**src/rtl/sqrt_f32_issue_if.sv**
```systemverilog
// sqrt_f32_issue_if: operand stream, core link and result stream of the sqrt issue sequencer
interface sqrt_f32_issue_if #(parameter int WIDTH = 32);
  logic             in_valid;
  logic             in_ready;
  logic [WIDTH-1:0] in_data;
  logic             core_start;
  logic [WIDTH-1:0] core_a;
  logic             core_rdy;
  logic [WIDTH-1:0] core_sqrt;
  logic             out_valid;
  logic             out_ready;
  logic [WIDTH-1:0] out_data;
  logic [1:0]       out_flags;
  logic             busy;
  modport master (
    output in_valid, in_data, out_ready, core_rdy, core_sqrt,
    input  in_ready, core_start, core_a, out_valid, out_data, out_flags, busy
  );
  modport slave (
    input  in_valid, in_data, out_ready, core_rdy, core_sqrt,
    output in_ready, core_start, core_a, out_valid, out_data, out_flags, busy
  );
endinterface

```
**src/rtl/sqrt_f32_issue.sv**
```systemverilog
// sqrt_f32_issue: issues f32 operands one at a time to a sqrt core, buffers results, bypasses negatives, times out stalls
module sqrt_f32_issue #(
  parameter int WIDTH   = 32,
  parameter int DEPTH   = 2,
  parameter int TIMEOUT = 40
) (
  input logic clk,
  input logic rst,
  sqrt_f32_issue_if.slave bus
);
  localparam int AW = $clog2(DEPTH);
  localparam int CW = $clog2(DEPTH + 1);
  localparam int WW = $clog2(TIMEOUT);
  localparam logic [WIDTH-1:0] QNAN = 32'h7FC0_0000;
  typedef enum logic [1:0] {IDLE, START, WAIT} state_t;
  state_t state, state_nx;
  logic [CW-1:0] count;
  logic [AW-1:0] wp, rp;
  logic [WW-1:0] wd;
  logic [WIDTH+1:0] mem [DEPTH];
  logic accept, neg, rdy_done, to_done, push, pop;
  logic [WIDTH+1:0] push_entry;
  // negative non-zero, non-NaN operands never reach the core
  assign neg = bus.in_data[WIDTH-1] && |bus.in_data[WIDTH-2:0]
            && !(&bus.in_data[30:23] && |bus.in_data[22:0]);
  assign bus.in_ready = rst && state == IDLE && count < CW'(DEPTH);
  assign accept = bus.in_valid && bus.in_ready;
  assign rdy_done = state == WAIT && bus.core_rdy;
  assign to_done = state == WAIT && !bus.core_rdy && wd == WW'(TIMEOUT - 1);
  assign push = (accept && neg) || rdy_done || to_done;
  assign push_entry = rdy_done ? {bus.core_sqrt, 2'b00} : to_done ? {QNAN, 2'b10} : {QNAN, 2'b01};
  assign pop = bus.out_valid && bus.out_ready;
  always_ff @(posedge clk)
    if (!rst) state <= IDLE;
    else state <= state_nx;
  always_comb begin
    state_nx = state == IDLE  ? (accept && !neg ? START : IDLE)
             : state == START ? WAIT
             : (state == WAIT && !rdy_done && !to_done) ? WAIT : IDLE;
  end
  always_comb begin
    bus.core_start = state == START;
    bus.busy = state != IDLE;
    bus.out_valid = count != '0;
    bus.out_data = bus.out_valid ? mem[rp][WIDTH+1:2] : '0;
    bus.out_flags = bus.out_valid ? mem[rp][1:0] : 2'b00;
  end
  // a slot is reserved at accept time, so push can never hit a full FIFO
  always_ff @(posedge clk) begin
    if (!rst) begin
      count <= '0;
      wp <= '0;
      rp <= '0;
      wd <= '0;
      bus.core_a <= '0;
    end else begin
      if (accept && !neg) bus.core_a <= bus.in_data;
      wd <= state == START ? '0 : state == WAIT ? wd + 1'b1 : wd;
      if (push) begin
        mem[wp] <= push_entry;
        wp <= wp + 1'b1;
      end
      if (pop) rp <= rp + 1'b1;
      count <= count + CW'(push) - CW'(pop);
    end
  end
endmodule

```
**src/flat_wrapper.sv**
```systemverilog
// flat-port wrapper written by rule: the top's interface ports become plain ports
module sqrt_f32_issue_flat 
#(
  parameter int WIDTH   = 32,
  parameter int DEPTH   = 2,
  parameter int TIMEOUT = 40
)
  (clk, rst, bus_in_valid, bus_in_data, bus_out_ready, bus_core_rdy, bus_core_sqrt, bus_in_ready, bus_core_start, bus_core_a, bus_out_valid, bus_out_data, bus_out_flags, bus_busy);
  sqrt_f32_issue_if #(.WIDTH(WIDTH)) bus_i ();
  input logic clk;
  input logic rst;
  input wire logic [$bits(bus_i.in_valid)-1:0] bus_in_valid;
  input wire logic [$bits(bus_i.in_data)-1:0] bus_in_data;
  input wire logic [$bits(bus_i.out_ready)-1:0] bus_out_ready;
  input wire logic [$bits(bus_i.core_rdy)-1:0] bus_core_rdy;
  input wire logic [$bits(bus_i.core_sqrt)-1:0] bus_core_sqrt;
  output wire logic [$bits(bus_i.in_ready)-1:0] bus_in_ready;
  output wire logic [$bits(bus_i.core_start)-1:0] bus_core_start;
  output wire logic [$bits(bus_i.core_a)-1:0] bus_core_a;
  output wire logic [$bits(bus_i.out_valid)-1:0] bus_out_valid;
  output wire logic [$bits(bus_i.out_data)-1:0] bus_out_data;
  output wire logic [$bits(bus_i.out_flags)-1:0] bus_out_flags;
  output wire logic [$bits(bus_i.busy)-1:0] bus_busy;
  assign bus_i.in_valid = bus_in_valid;
  assign bus_i.in_data = bus_in_data;
  assign bus_i.out_ready = bus_out_ready;
  assign bus_i.core_rdy = bus_core_rdy;
  assign bus_i.core_sqrt = bus_core_sqrt;
  assign bus_in_ready = bus_i.in_ready;
  assign bus_core_start = bus_i.core_start;
  assign bus_core_a = bus_i.core_a;
  assign bus_out_valid = bus_i.out_valid;
  assign bus_out_data = bus_i.out_data;
  assign bus_out_flags = bus_i.out_flags;
  assign bus_busy = bus_i.busy;
  sqrt_f32_issue #(.WIDTH(WIDTH), .DEPTH(DEPTH), .TIMEOUT(TIMEOUT)) u_core (.clk(clk), .rst(rst), .bus(bus_i));
endmodule
```
**config.mk**
```make
export PLATFORM = sky130hd
export DESIGN_NAME = sqrt_f32_issue_flat
export DESIGN_NICKNAME = d
export VERILOG_FILES = /design/src/rtl/sqrt_f32_issue_if.sv /design/src/rtl/sqrt_f32_issue.sv /design/src/flat_wrapper.sv
export SDC_FILE = /design/constraint.sdc
export NUM_CORES = 1
export LEC_CHECK = 0
export CAP_MARGIN = 5
export CORE_MARGIN = 3
export CORE_UTILIZATION = 44
export CTS_BUF_LIST = sky130_fd_sc_hd__clkbuf_8
export DETAILED_ROUTE_END_ITERATION = 8
export GPL_ROUTABILITY_DRIVEN = 0
export PLACE_DENSITY = 0.84
export SYNTH_ARGS = -nofsm -noshare
export SYNTH_HDL_FRONTEND = slang
export SYNTH_SLANG_ARGS = --single-unit
```
**constraint.sdc**
```tcl
create_clock -name clk -period 3.8 [get_ports clk]
set_input_delay 0.76 -clock clk [delete_from_list [all_inputs] [get_ports clk]]
set_output_delay 0.76 -clock clk [all_outputs]
set_load 0.05 [all_outputs]
```
==> results.py, run 1 <==
metrics = {
    "sta": {
        "fmax_ghz": 0.3095,
        "final.setup.tns_ns": 0,
        "setup_violations": 0,
        "slew_headroom_pct": 52.08,
        "post-route-period-util_pct": 85.02,
        "grt_setup_unrepaired": "no",
        "hold_violations": 0,
        "maxSlewViolCount": 0,
        "setup_slack_ns": 0.5691,
        "skew_ns": 0.008728,
        "min_period_ns": 3.231,
        "tightestPinTransition_ns": 0.7140,
    },
    "worst_setup_path": {
        "critical_path_class": "flip-flop to primary output",
        "path_max_fanout": 18,
        "cp-start-kind": "flip-flop",
        "path_delay_family": "buffers and inverters",
        "critPathArrivalTime_ns": 2.47,
        "required_ns": 3.04,
        "crit_path_end_kind": "primary output",
        "crit_buf_inv": 2,
        "max_stage_delay_ns": 0.82,
        "path_cells": "buf_4 > mux2i_1 > nor2_1 > clkdlybuf4s50_1",
        "slowest_stage": "clkdlybuf4s50_1",
    },
    "global_route": {
        "grt_max_degree": 56,
        "gr-usage-all-layers_pct": 17.67,
        "grt_pass1_wl_um": 17260,
        "grt.overflow.total": 0,
        "antenna_found_initial": 0,
        "first_global_vias": 3586,
    },
    "yosys": {
        "syn_inst": 406,
        "yosys.area.top_type": "edfxtp_1",
        "yosysUniqueCellTypes": 38,
        "synth_area_per_cell_um2": 11.82,
        "synth_edf_count": 68,
        "syn_area_um2": 4797,
        "synth_seq_area_share_pct": 61.35,
        "synth_top_area_share_pct": 42.57,
        "synth_fp_nets": 477,
        "synth_ff_type": "edfxtp_1",
        "ys_top_cells_by_area": "edfxtp_1, dfxtp_1, mux2i_1, nand2_1, nor2_1",
        "synth_common_cells": "edfxtp_1, mux2i_1, nand2_1",
        "async_flop_share_pct": 0,
        "synth_warnings": 0,
        "ys_seq_elements": 113,
    },
    "cells_and_area": {
        "fillCellCount": 812,
        "multiInputGateArea_um2": 1653,
        "drive_gt1_share_pct": 9.220,
        "regArea_um2": 2944,
        "diodes": 0,
        "syn_to_final_growth_pct": 40.74,
        "layout.nets": 622,
    },
    "power": {
        "clkPwrFrac_pct": 29.3,
        "p_comb_share_pct": 34.1,
        "p_int_mw": 2.432,
        "ir_drop_v": 0.0003723,
        "power.leakage_nw": 2.658,
        "power_density_nw_per_um2": 572.3,
        "switching_share_pct": 37.04,
        "finalPower_mw": 3.864,
        "p_sw_mw": 1.431,
        "seq_power_share_pct": 36.6,
    },
    "clocking": {
        "clockBufferDepth": 2,
        "post_cts_buffers": 0,
        "hold_buffers": 0,
        "cts_resized": 0,
        "cts_htree_levels": 4,
        "cts_tree": "done",
        "cts_made_buffers": 17,
        "clock-root-buffer": "clkbuf_8",
        "clk_latency_ns": 0.41,
        "cts.clk_slew.worst_paths_ns": 0.08,
        "cts.sinks": 113,
    },
    "die": {
        "ios": 139,
        "coreArea_um2": 10460,
        "die-area_um2": 12190,
        "die-width_um": 110.4,
        "initial_core_util_pct": 45.85,
        "fp.dieH_um": 110.4,
        "rows": 37,
    },
    "placed_design": {
        "io_buffers": 138,
        "place_hpwl_um": 7765,
        "dp_worst_setup_slack_ns": 0.3016,
    },
    "detailed_routing": {
        "via_count": 3532,
        "dr.pass1.iters": 4,
        "drt_iter0_drc": 208,
        "vias_per_cell": 5.046,
        "route.antenna.remaining_nets": 0,
        "wirelength_um": 10830,
        "wire_per_inst_um": 15.47,
        "drc_errors": 0,
    },
    "min_path": {
        "hp-class": "flip-flop to flip-flop",
    },
    "outcome": {
        "status": "finished clean",
    },
    "run": {
        "drv_cap": 0,
    },
}
power groups by stage:
stage	combinational [mW]	clock, mW	sequential (mW)
after floorplan	0.801	0	1.50
after detailed placement	1.33	0	1.44
after CTS	1.33	1.16	1.42
after global placement	1.30	0	1.44
final	1.32	1.13	1.41
after global routing	1.38	1.21	1.42
layout make-up:
type / instances / area share [%]
flip-flops and latches: 113 / 43.61
multi-input cells: 243 / 24.48
repair buffers: 148 / 21.83
clock buffers: 17 / 3.466
clock inverters: 15 / 2.539
well taps: 136 / 2.520
inverters: 28 / 1.557
per-layer routing:
layer / vias up / wire length [um] / global-route usage [%]
met5: - / 0 / 0
met4: 0 / 83 / 4.926
met3: 7 / 1065 / 8.274
met2: 146 / 5370 / 29.85
met1: 1669 / 4310 / 20.07
li1: 1710 / - / -
metrics by stage:
| stage | utilization, % | area [um^2] | instances | hold WS (ns) |
|---|---|---|---|---|
| after floorplan | - | 4800 | 406 | 0.4421 |
| after global placement | 60.66 | 6346 | 668 | 0.4431 |
| after detailed placement | 60.66 | 6346 | 668 | 0.4529 |
| after CTS | 64.53 | 6751 | 700 | 0.4656 |
| after global routing | 64.53 | 6751 | 700 | 0.4812 |
| final | 64.53 | 6751 | 700 | 0.4637 |
flip-flops by register name (all words and copies together), names as in the netlist, named ones only:
signal             cells
u_core.wd              6
u_core.state           2
u_core.rp              1
u_core.wp              1
u_core.count           2
u_core.bus.core_a     32
u_core.mem            68
cells in the final DEF (no fill, tap or decap), drive strengths merged, types with 14 or more instances in the layout:
master	synthesis	routed
and3	23	23
clkbuf	18	17
clkdlybuf4s50	0	136
dfxtp	45	45
edfxtp	68	68
inv	28	35
mux2i	68	68
nand2	49	49
nand2b	14	14
nor2	39	39
cell families after synthesis:
family	after synthesis	share of synthesized area (%)
AO/OA/AOI/OAI	12	2.269
XOR/XNOR	4	0.7302
AND/OR/NAND/NOR	156	16.30
buffers and inverters	50	4.408
flip-flops	113	61.35
multiplexers	69	14.42
adder cells (fa/ha/maj)	2	0.5216
worst register-to-register path: stages, from the launching register on:
cell	delay [ns]
dfxtp_1	0.49
nor2b_1	0.62
and2_1	0.46
nor2_1	0.19
o41a_1	0.23
and3b_1	0.30
buf_12	0.23
final timing paths:
path / from / cells after the start / end / slack (ns)
max: flip-flop / 4 / bus_out_data[29] / 0.57
min: u_core.bus.core_a[12] / 2 / u_core.bus.core_a[12] / 0.46
max reg2reg: u_core.state[1] / 6 / u_core.mem[1][31] / 0.96
min reg2reg: u_core.bus.core_a[12] / 2 / u_core.bus.core_a[12] / 0.46
Power figures use the tool's default switching activity.
==> run 2: changes to the inputs <==
--- a/config.mk
+++ b/config.mk
@@ -5,12 +5,11 @@
 export SDC_FILE = /design/constraint.sdc
 export NUM_CORES = 1
 export LEC_CHECK = 0
-export CAP_MARGIN = 5
+export CAP_MARGIN = 20
 export CORE_MARGIN = 3
 export CORE_UTILIZATION = 44
 export CTS_BUF_LIST = sky130_fd_sc_hd__clkbuf_8
 export DETAILED_ROUTE_END_ITERATION = 8
-export GPL_ROUTABILITY_DRIVEN = 0
 export PLACE_DENSITY = 0.84
 export SYNTH_ARGS = -nofsm -noshare
 export SYNTH_HDL_FRONTEND = slang
==> results of run 2 <==
Final layout, timing and power as in run 1 (identical DEF).
==> run 3: changes to the inputs <==
--- a/config.mk
+++ b/config.mk
@@ -11,6 +11,7 @@
 export CTS_BUF_LIST = sky130_fd_sc_hd__clkbuf_8
 export DETAILED_ROUTE_END_ITERATION = 8
 export PLACE_DENSITY = 0.84
+export SKIP_CTS_REPAIR_TIMING = 1
 export SYNTH_ARGS = -nofsm -noshare
 export SYNTH_HDL_FRONTEND = slang
 export SYNTH_SLANG_ARGS = --single-unit
==> results of run 3 <==
Final layout, timing and power as in run 1 (identical DEF).
